### config.mk
export PLATFORM = sky130hd
export DESIGN_NAME = el2_exu_noc_send_ctrl
export DESIGN_NICKNAME = d
export VERILOG_FILES = /design/src/rtl/noc_types.sv /design/src/rtl/el2_exu_noc_send_ctrl.sv
export SDC_FILE = /design/constraint.sdc
export NUM_CORES = 1
export LEC_CHECK = 0
export CAP_MARGIN = 20
export CORE_MARGIN = 1.5
export CORE_UTILIZATION = 42
export CTS_CLUSTER_DIAMETER = 30
export DETAILED_ROUTE_END_ITERATION = 10
export HOLD_SLACK_MARGIN = 0.02
export PLACE_DENSITY_LB_ADDON = 0.3
export SETUP_SLACK_MARGIN = 0.2
export SYNTH_ARGS = -nofsm -noshare
export SYNTH_HDL_FRONTEND = slang
export SYNTH_SLANG_ARGS = --single-unit
### constraint.sdc
create_clock -name clk -period 1.95 [get_ports clk]
set_input_delay 0.195 -clock clk [delete_from_list [all_inputs] [get_ports clk]]
set_output_delay 0.195 -clock clk [all_outputs]
set_load 0.02 [all_outputs]
### src/rtl/noc_types.sv
// -----------------------------------------------------------------------------
// noc_types
//   Shared NoC type definitions for the EXU ALU operand senders.
//   - noc_send_state_t : state encoding of the send-sequencer FSM
//   - NOC_TX_CNT_W     : width of the completed-transfer counter
// -----------------------------------------------------------------------------
package noc_types;

  typedef enum logic [1:0] {
    SC_IDLE  = 2'd0,
    SC_SEND  = 2'd1,
    SC_FLUSH = 2'd2
  } noc_send_state_t;

  localparam int NOC_TX_CNT_W = 16;

endpackage : noc_types

### src/rtl/el2_exu_noc_send_ctrl.sv
// -----------------------------------------------------------------------------
// el2_exu_noc_send_ctrl
//   Sequences the two EXU ALU NoC serial senders (operand packets 0 and 1) for
//   each issued ALU op. Gates the sender enables, collects one ack per sender,
//   then holds the shared shift-register flush for FLUSH_CYCLES to re-arm both
//   senders. One further request can wait in a single-entry skid slot while a
//   transfer is in flight. A pipeline flush aborts the transfer in progress.
//   Single clock domain (clk_noc), synchronous active-high reset.
//
// Build option:
//   EXU_NOC_SEND_TIMEOUT_EN - adds a SEND-state watchdog (TIMEOUT_CYCLES) that
//                             aborts a transfer whose acks never complete and
//                             sets the sticky timeout_err flag. Undefined: SEND
//                             waits for acks indefinitely, timeout_err is 0.
//
// Ports:
//   clk          in   NoC clock, rising edge
//   rst          in   synchronous active-high reset
//   req_valid    in   ALU op issued, operands stable at the sender inputs
//   req_ready    out  request accepted when req_valid & req_ready
//   pipe_flush   in   pipeline flush (aborts SEND, empties skid slot)
//   ack0/ack1    in   one-cycle pulse: sender 0/1 finished its packet
//   send_en0/1   out  enable to sender 0/1 (high throughout SEND)
//   sr_flush     out  flush to both senders (high throughout FLUSH)
//   busy         out  FSM not idle or skid slot occupied
//   done         out  pulse: transfer completed with both acks
//   aborted      out  pulse: transfer killed by pipe_flush or timeout
//   timeout_err  out  sticky watchdog error, cleared only by rst
//   tx_count     out  completed-transfer counter, wraps modulo 2^16
// -----------------------------------------------------------------------------
module el2_exu_noc_send_ctrl
  import noc_types::*;
#(
  parameter int FLUSH_CYCLES = 2
`ifdef EXU_NOC_SEND_TIMEOUT_EN
  ,
  parameter int TIMEOUT_CYCLES = 64
`endif
) (
  input  logic                    clk,
  input  logic                    rst,
  input  logic                    req_valid,
  output logic                    req_ready,
  input  logic                    pipe_flush,
  input  logic                    ack0,
  input  logic                    ack1,
  output logic                    send_en0,
  output logic                    send_en1,
  output logic                    sr_flush,
  output logic                    busy,
  output logic                    done,
  output logic                    aborted,
  output logic                    timeout_err,
  output logic [NOC_TX_CNT_W-1:0] tx_count
);

  localparam int              FC_W    = (FLUSH_CYCLES > 1) ? $clog2(FLUSH_CYCLES) : 1;
  localparam logic [FC_W-1:0] FC_LAST = FC_W'(FLUSH_CYCLES - 1);

  noc_send_state_t           r_state;
  noc_send_state_t           w_state_next;
  logic                      r_skid_valid;
  logic [1:0]                r_ack_seen;
  logic [FC_W-1:0]           r_fl_cnt;
  logic                      r_xfer_aborted;
  logic [NOC_TX_CNT_W-1:0]   r_tx_count;

  logic w_accept;
  logic w_acks_all;
  logic w_fl_first;
  logic w_fl_last;
  logic w_abort;
  logic w_timeout;
  logic w_done;
  logic w_flush_entry;

  // A flush in the same cycle blocks acceptance, so a flushed request is never
  // captured into the skid slot nor started.
  assign req_ready  = !r_skid_valid && !pipe_flush;
  assign w_accept   = req_valid && req_ready;

  // Acks arriving this cycle count together with those already recorded, so
  // simultaneous and staggered completion take the same path.
  assign w_acks_all = &(r_ack_seen | {ack1, ack0});

  // The flush down-counter is loaded with FC_LAST on entry and runs to zero.
  assign w_fl_first = (r_state == SC_FLUSH) && (r_fl_cnt == FC_LAST);
  assign w_fl_last  = (r_state == SC_FLUSH) && (r_fl_cnt == '0);

`ifdef EXU_NOC_SEND_TIMEOUT_EN
  localparam int              TO_W    = (TIMEOUT_CYCLES > 2) ? $clog2(TIMEOUT_CYCLES) : 1;
  localparam logic [TO_W-1:0] TO_LAST = TO_W'(TIMEOUT_CYCLES - 1);

  logic [TO_W-1:0] r_to_cnt;
  logic            r_timeout_err;

  // Counts SEND cycles; holds zero outside SEND so it starts clean on entry.
  always_ff @(posedge clk) begin
    if (rst) begin
      r_to_cnt <= '0;
    end else if (r_state != SC_SEND) begin
      r_to_cnt <= '0;
    end else begin
      r_to_cnt <= r_to_cnt + 1'b1;
    end
  end

  assign w_timeout = (r_state == SC_SEND) && (r_to_cnt == TO_LAST) && !w_acks_all;

  // A coincident pipe_flush is the reported cause, so it does not set the flag.
  always_ff @(posedge clk) begin
    if (rst) begin
      r_timeout_err <= 1'b0;
    end else if (w_timeout && !pipe_flush) begin
      r_timeout_err <= 1'b1;
    end
  end

  assign timeout_err = r_timeout_err;
`else
  assign w_timeout   = 1'b0;
  assign timeout_err = 1'b0;
`endif

  // NOTE: every signal driven here gets a default before the case statement so
  // no path leaves it unassigned, which would otherwise infer a latch.
  always_comb begin
    w_state_next = r_state;
    w_abort      = 1'b0;
    unique case (r_state)
      SC_IDLE: begin
        if (w_accept) begin
          w_state_next = SC_SEND;
        end
      end
      SC_SEND: begin
        // pipe_flush beats a completing ack in the same cycle.
        if (pipe_flush || w_timeout) begin
          w_state_next = SC_FLUSH;
          w_abort      = 1'b1;
        end else if (w_acks_all) begin
          w_state_next = SC_FLUSH;
        end
      end
      SC_FLUSH: begin
        // A request taken in the last flush cycle starts directly instead of
        // parking in the skid slot behind an idle FSM.
        if (w_fl_last) begin
          w_state_next = ((r_skid_valid && !pipe_flush) || w_accept) ? SC_SEND : SC_IDLE;
        end
      end
      default: begin
        w_state_next = SC_IDLE;
      end
    endcase
  end

  assign w_flush_entry = (w_state_next == SC_FLUSH) && (r_state != SC_FLUSH);
  assign w_done        = w_fl_last && !r_xfer_aborted;

  // NOTE: state registers use non-blocking assignments so every register samples
  // the pre-edge values regardless of statement order.
  always_ff @(posedge clk) begin
    if (rst) begin
      r_state        <= SC_IDLE;
      r_skid_valid   <= 1'b0;
      r_ack_seen     <= 2'b00;
      r_fl_cnt       <= '0;
      r_xfer_aborted <= 1'b0;
      r_tx_count     <= '0;
    end else begin
      r_state <= w_state_next;

      // The skid slot empties on a pipeline flush or when the flush sequence
      // ends (its request either moves into SEND or there was none).
      if (pipe_flush || w_fl_last) begin
        r_skid_valid <= 1'b0;
      end else if (w_accept && (r_state != SC_IDLE)) begin
        r_skid_valid <= 1'b1;
      end

      if (w_flush_entry) begin
        r_fl_cnt <= FC_LAST;
      end else if (r_fl_cnt != '0) begin
        r_fl_cnt <= r_fl_cnt - 1'b1;
      end

      // Acks are recorded only while staying in SEND; leaving SEND clears them,
      // and acks seen in IDLE or FLUSH are dropped.
      if ((r_state == SC_SEND) && (w_state_next == SC_SEND)) begin
        r_ack_seen <= r_ack_seen | {ack1, ack0};
      end else begin
        r_ack_seen <= 2'b00;
      end

      if (w_flush_entry) begin
        r_xfer_aborted <= w_abort;
      end

      if (w_done) begin
        r_tx_count <= r_tx_count + 1'b1;
      end
    end
  end

  assign send_en0 = (r_state == SC_SEND);
  assign send_en1 = (r_state == SC_SEND);
  assign sr_flush = (r_state == SC_FLUSH);
  assign busy     = (r_state != SC_IDLE) || r_skid_valid;
  assign done     = w_done;
  assign aborted  = w_fl_first && r_xfer_aborted;
  assign tx_count = r_tx_count;

endmodule : el2_exu_noc_send_ctrl

# == Word level (Yosys, flattened, before mapping) ==
# Cells that the tools add are included.
# totals
ff_bits,23
latchBits,0
ram_bits,0
rom_bits,0
input_bits,6
out_inout_bits,24
word_cells,47
n_memories,0
# op_classes
n_addsub,2
mul,0
n_div,0
n_lt_le_gt_ge,0
eq_ne,5
shift,0
mux,10
n_bitwise,3
reduce_logical,21
# op_table
op,count
$add 16x1->16 const B,1
$logic_and 1x1->1,10
$mux 2,4
$pmux 2 s3,1
$mux 1,5
$eq 2x1->1 const B,2
$eq 2x2->1 const B,2
$reduce_or 2->1,2
$logic_not 1->1,3
$logic_or 1x1->1,3
$logic_not 2->1,1
$ne 2x2->1 const B,1
$not 1->1,2
$or 2x2->2,1
$reduce_and 2->1,1
$reduce_bool 2->1,1
$sub 1x1->1 const B,1

# == Logic depth before layout (Yosys ltp) ==
# depth
depth_word,11
ltp_mapped,6
mapped_depth_nobuf,5

# == Worst setup path before layout ==
# Ideal clock, no wire load.
# synth_timing
path_kind,register to register
startpoint,register r_state[0]
endpoint,"register r_tx_count[14], in the netlist tx_count[14]"
setup_ns,0.070
t_arrival_ns,1.876
t_required_ns,1.880
slack_ns,0.004
stages_incl_launch_ff,7
n_path_buf,1
period_less_slack_ns,1.946
path_cell_list,dfxtp_1 -> or4b_1 -> buf_2 -> inv_2 -> nand3_4 -> or4b_1 -> a21oi_1
# synth_between
elab_chain_cells,3
# synth_rtl
element,line_no,source
"start, declared",el2_exu_noc_send_ctrl.sv:60,noc_send_state_t r_state;
"start signal, assigned",el2_exu_noc_send_ctrl.sv:172,r_state <= w_state_next;
$eq 2x2->1,el2_exu_noc_send_ctrl.sv:88,assign w_fl_last = (r_state == SC_FLUSH) && (r_fl_cnt == '0);
$logic_and 1x1->1,el2_exu_noc_send_ctrl.sv:88,
$logic_and 1x1->1,el2_exu_noc_send_ctrl.sv:159,assign w_done = w_fl_last && !r_xfer_aborted;
named net done,el2_exu_noc_send_ctrl.sv:51,"output logic done,"
"end signal, assigned",el2_exu_noc_send_ctrl.sv:201,r_tx_count <= r_tx_count + 1'b1;
"end, declared",el2_exu_noc_send_ctrl.sv:66,logic [NOC_TX_CNT_W-1:0] r_tx_count;
# The timed path passes the listed nets, and every way through them passes these cells.
# A chain may end at the register's enable or synchronous reset.

# == Worst setup path after layout ==
# layout_timing
startpoint,register r_fl_cnt
endpoint,"register r_tx_count[14], in the netlist tx_count[14]"
# layout_between
elab_chain_cells,3
# layout_rtl
element,line_no,source
"start, declared",el2_exu_noc_send_ctrl.sv:64,logic [FC_W-1:0] r_fl_cnt;
"start signal, assigned",el2_exu_noc_send_ctrl.sv:185,r_fl_cnt <= r_fl_cnt - 1'b1;
$not 1->1,el2_exu_noc_send_ctrl.sv:88,
$logic_and 1x1->1,el2_exu_noc_send_ctrl.sv:88,
$logic_and 1x1->1,el2_exu_noc_send_ctrl.sv:159,
# Every way passes these cells.

==> metrics.md <==
| Metric | Value |
|---|---|
| Crit path largest cell delay | 0.59 ns |
| Starting density of the core | 43.68% |
| Ys async rst share | 0% |
| DRC | 0 |
| Routed vias | 1002 |
| Min Tclk post-route | 1.823 ns |
| Seq pwr share | 61.3% |
| Most frequent cell after synthesis | dfxtp_1 |
| Drt first-iter violations | 8 |
| CTS clock-pin slew for the worst setup and hold paths | 0.13 ns |
| CTS HTree Levels | 1 |
| Number of global-route vias before repair | 975 |
| Ranking of synthesized cells by area | dfxtp_1 (43%), nor2_1 (6.3%), a21oi_1 (4.2%) |
| Syn_area_per_cell | 8.578 µm² |
| Hpwl dp | 1805 µm |
| Hold Path Class | flip-flop to flip-flop |
| Yosys warnings | 0 |
| Clk root buf | clkbuf_4 |
| Number of max-cap violations | 0 |
| Bufs and invs on worst path | 1 |
| CP max FO | 6 |
| Layout cells sized above 1 | 20.75% |
| Reg2Reg Depth | 5 |
| Pre-antenna DRT Iters | 4 |
| Final cell count without fillers | 189 |
| GRT Total Usage | 20.26% |
| Antenna violations before repair | 0 |
| Overflow after GRT | 0 |
| Count of final hold-check violations | 0 |
| CP dominant cell by count | or4b_4 |
| Post-CTS Hold Buffers | 0 |
| LEAKAGE | 0.0005957 µW |
| Post-Syn Nets | 132 |
| RePlAce Congestion | 0.7914 |
| Core Region | 2455 µm² |
| Yosys cell types | 35 |
| Proportion of power drawn by the clock network | 28.8% |
| Mapped Area | 1072 µm² |
| Slowest cell on the critical path | or4b_4 |
| Delay-heaviest family, CP | simple AND/OR/NAND/NOR gates |
| Drt via density | 5.302 |
| Synth Flop Type | dfxtp_1 |
| Routed wire length | 2546 µm |
| Final setup viols | 0 |
| CTS Buf Count | 3 |
| RSZ-0062 raised after global routing | true |
| Switch share | 24.78% |
| Die Wd | 53.53 µm |
| DIE AREA | 2865 µm² |
| Final slew viol count | 0 |
| Yosys reg bits | 23 |
| DIE HEIGHT | 53.53 µm |
| Number of synthesized flops with an enable pin | 0 |
| Fmax achieved | 548.4 MHz |
| Number of routed nets with antenna violations | 0 |
| Clock Latency Late Sink | 0.31 ns |
| Cell taking the most area after synthesis | dfxtp_1 |
| Largest net degree at the start of global routing | 16 |
| CTS tree | done |
| P&R area growth vs syn | 39.44% |
| NumNets Final | 167 |
| Global-route wire length before repair | 4140 µm |
| Clock Skew | 0.001745 ns |
| Int Pwr | 587.0 µW |
| Switching power total | 193.4 µW |
| CTS max path bufs | 2 |
| Critical-path cell list | or4b_4, inv_8, nand3_4, or4b_4, a21oi_2 |
| Avg WL per Cell | 13.47 µm |
| ANT cells | 0 |
| Peak supply drop | 0.3642 mV |
| Pwr/cell area | 521.9 nW/µm² |
| Sequential fraction of the synthesis area | 42.94% |
| # placed instances | 184 |
| Port Buffer Count | 28 |
| Setup crit end kind | flip-flop |
| Worst Hold Slack | 0.4823 ns |
| CP startpoint kind | flip-flop |
| CTS Sinks | 23 |
| Fin crit share | 93.51% |
| Setup CP Type | flip-flop to flip-flop |
| Crit path DAT | 2.08 ns |
| Status | completed |
| Synth top area share | 42.94% |
| IO Count | 30 |
| Commonest cells in the synthesized netlist | dfxtp_1 (23), nor2_1 (18), nand2_1 (10), a21oi_1 (9) |
| Row count | 18 |
| CP required | 2.21 ns |
| Syn Inst Count | 125 |
| Min-Delay Path Depth | 2 |
| Crit. path cell count | 5 |
| Comb pwr share | 9.9% |
## cells by family after synthesis
family | Yosys count | share of synthesized area [%]
AND/OR/NAND/NOR | 63 | 33.72
flip-flops | 23 | 42.94
AO/OA/AOI/OAI | 19 | 10.50
XOR/XNOR | 9 | 7.351
buffers and inverters | 9 | 3.966
adder cells (fa/ha/maj) | 1 | 1.167
other | 1 | 0.3497
## routing by layer
metal  global-route usage [%]  vias up  share of wire [%]
li1                         -      507                  -
met1                    22.22      472                 42
met2                    36.42       17                 53
met3                    5.085        6                2.4
met4                    8.974        0                2.1
met5                        0        -                  0
## layout make-up
type / count / area (µm²)
fillers: 230 / 959.7
inverters: 3 / 18.77
clock inverters: 1 / 5.005
clock buffers: 3 / 22.52
flip-flops and latches: 23 / 462.9
multi-input cells: 93 / 626.9
well taps: 30 / 37.54
repair buffers: 36 / 321.6
## layout by cell type, fill, tap and decap left out, types with 4 or more instances in the layout
cell,instances
a21oi_1,8
buf_4,6
clkbuf_2,4
clkdlybuf4s50_1,22
dfxtp_1,21
nand2_1,10
nand4_1,5
nor2_1,18
o21ai_0,5
xnor2_1,4
xor2_1,5
## path summary, 6_finish.rpt
path,slack (ns),startpoint,to
max,0.13,r_fl_cnt,tx_count[14]
min,0.48,r_ack_seen[1],r_ack_seen[1]
max reg2reg,0.13,r_fl_cnt,tx_count[14]
min reg2reg,0.48,r_ack_seen[1],r_ack_seen[1]
## worst reg2reg max path, stage by stage, from the launching register on
cell and delay (ns):
dfxtp_2 0.34, or4b_4 0.59, inv_8 0.09, nand3_4 0.09, or4b_4 0.53, a21oi_2 0.12
## repair_timing
item | CTS | global route
setup buffers | 1 | 0
pin swaps | 1 | 3
endpoints found under the setup margin | 15 | 13
cloned | 0 | 0
gates resized for setup | 14 | 16
## registers in the layout, summed over array words and instances (netlist names)
signal and count:
r_ack_seen 2, r_state 2, tx_count 16, r_xfer_aborted 1, r_skid_valid 1, r_fl_cnt 1
## through the flow
stage	setup WS, ns	total power, µW	cell area, µm²	util (%)	TNS [ns]
floorplan	0.1106	533.7	1087	-	0
global route	0.08369	822.4	1495	60.91	0
CTS	0.07656	790.0	1481	60.35	0
global placement	0.05888	566.0	1420	57.85	0
finish	0.1265	780.4	1495	60.91	0
detailed placement	-0.001758	567.5	1420	57.85	-0.001758
## power groups by stage
stage	clock network (µW)	registers, µW	logic, µW
after global placement	0	488	77.8
final	225	478	77.2
after detailed placement	0	488	79.1
after CTS	234	478	78.0
after global routing	258	480	85.1
after floorplan	0	490	43.6
Power figures use the tool's default switching activity.
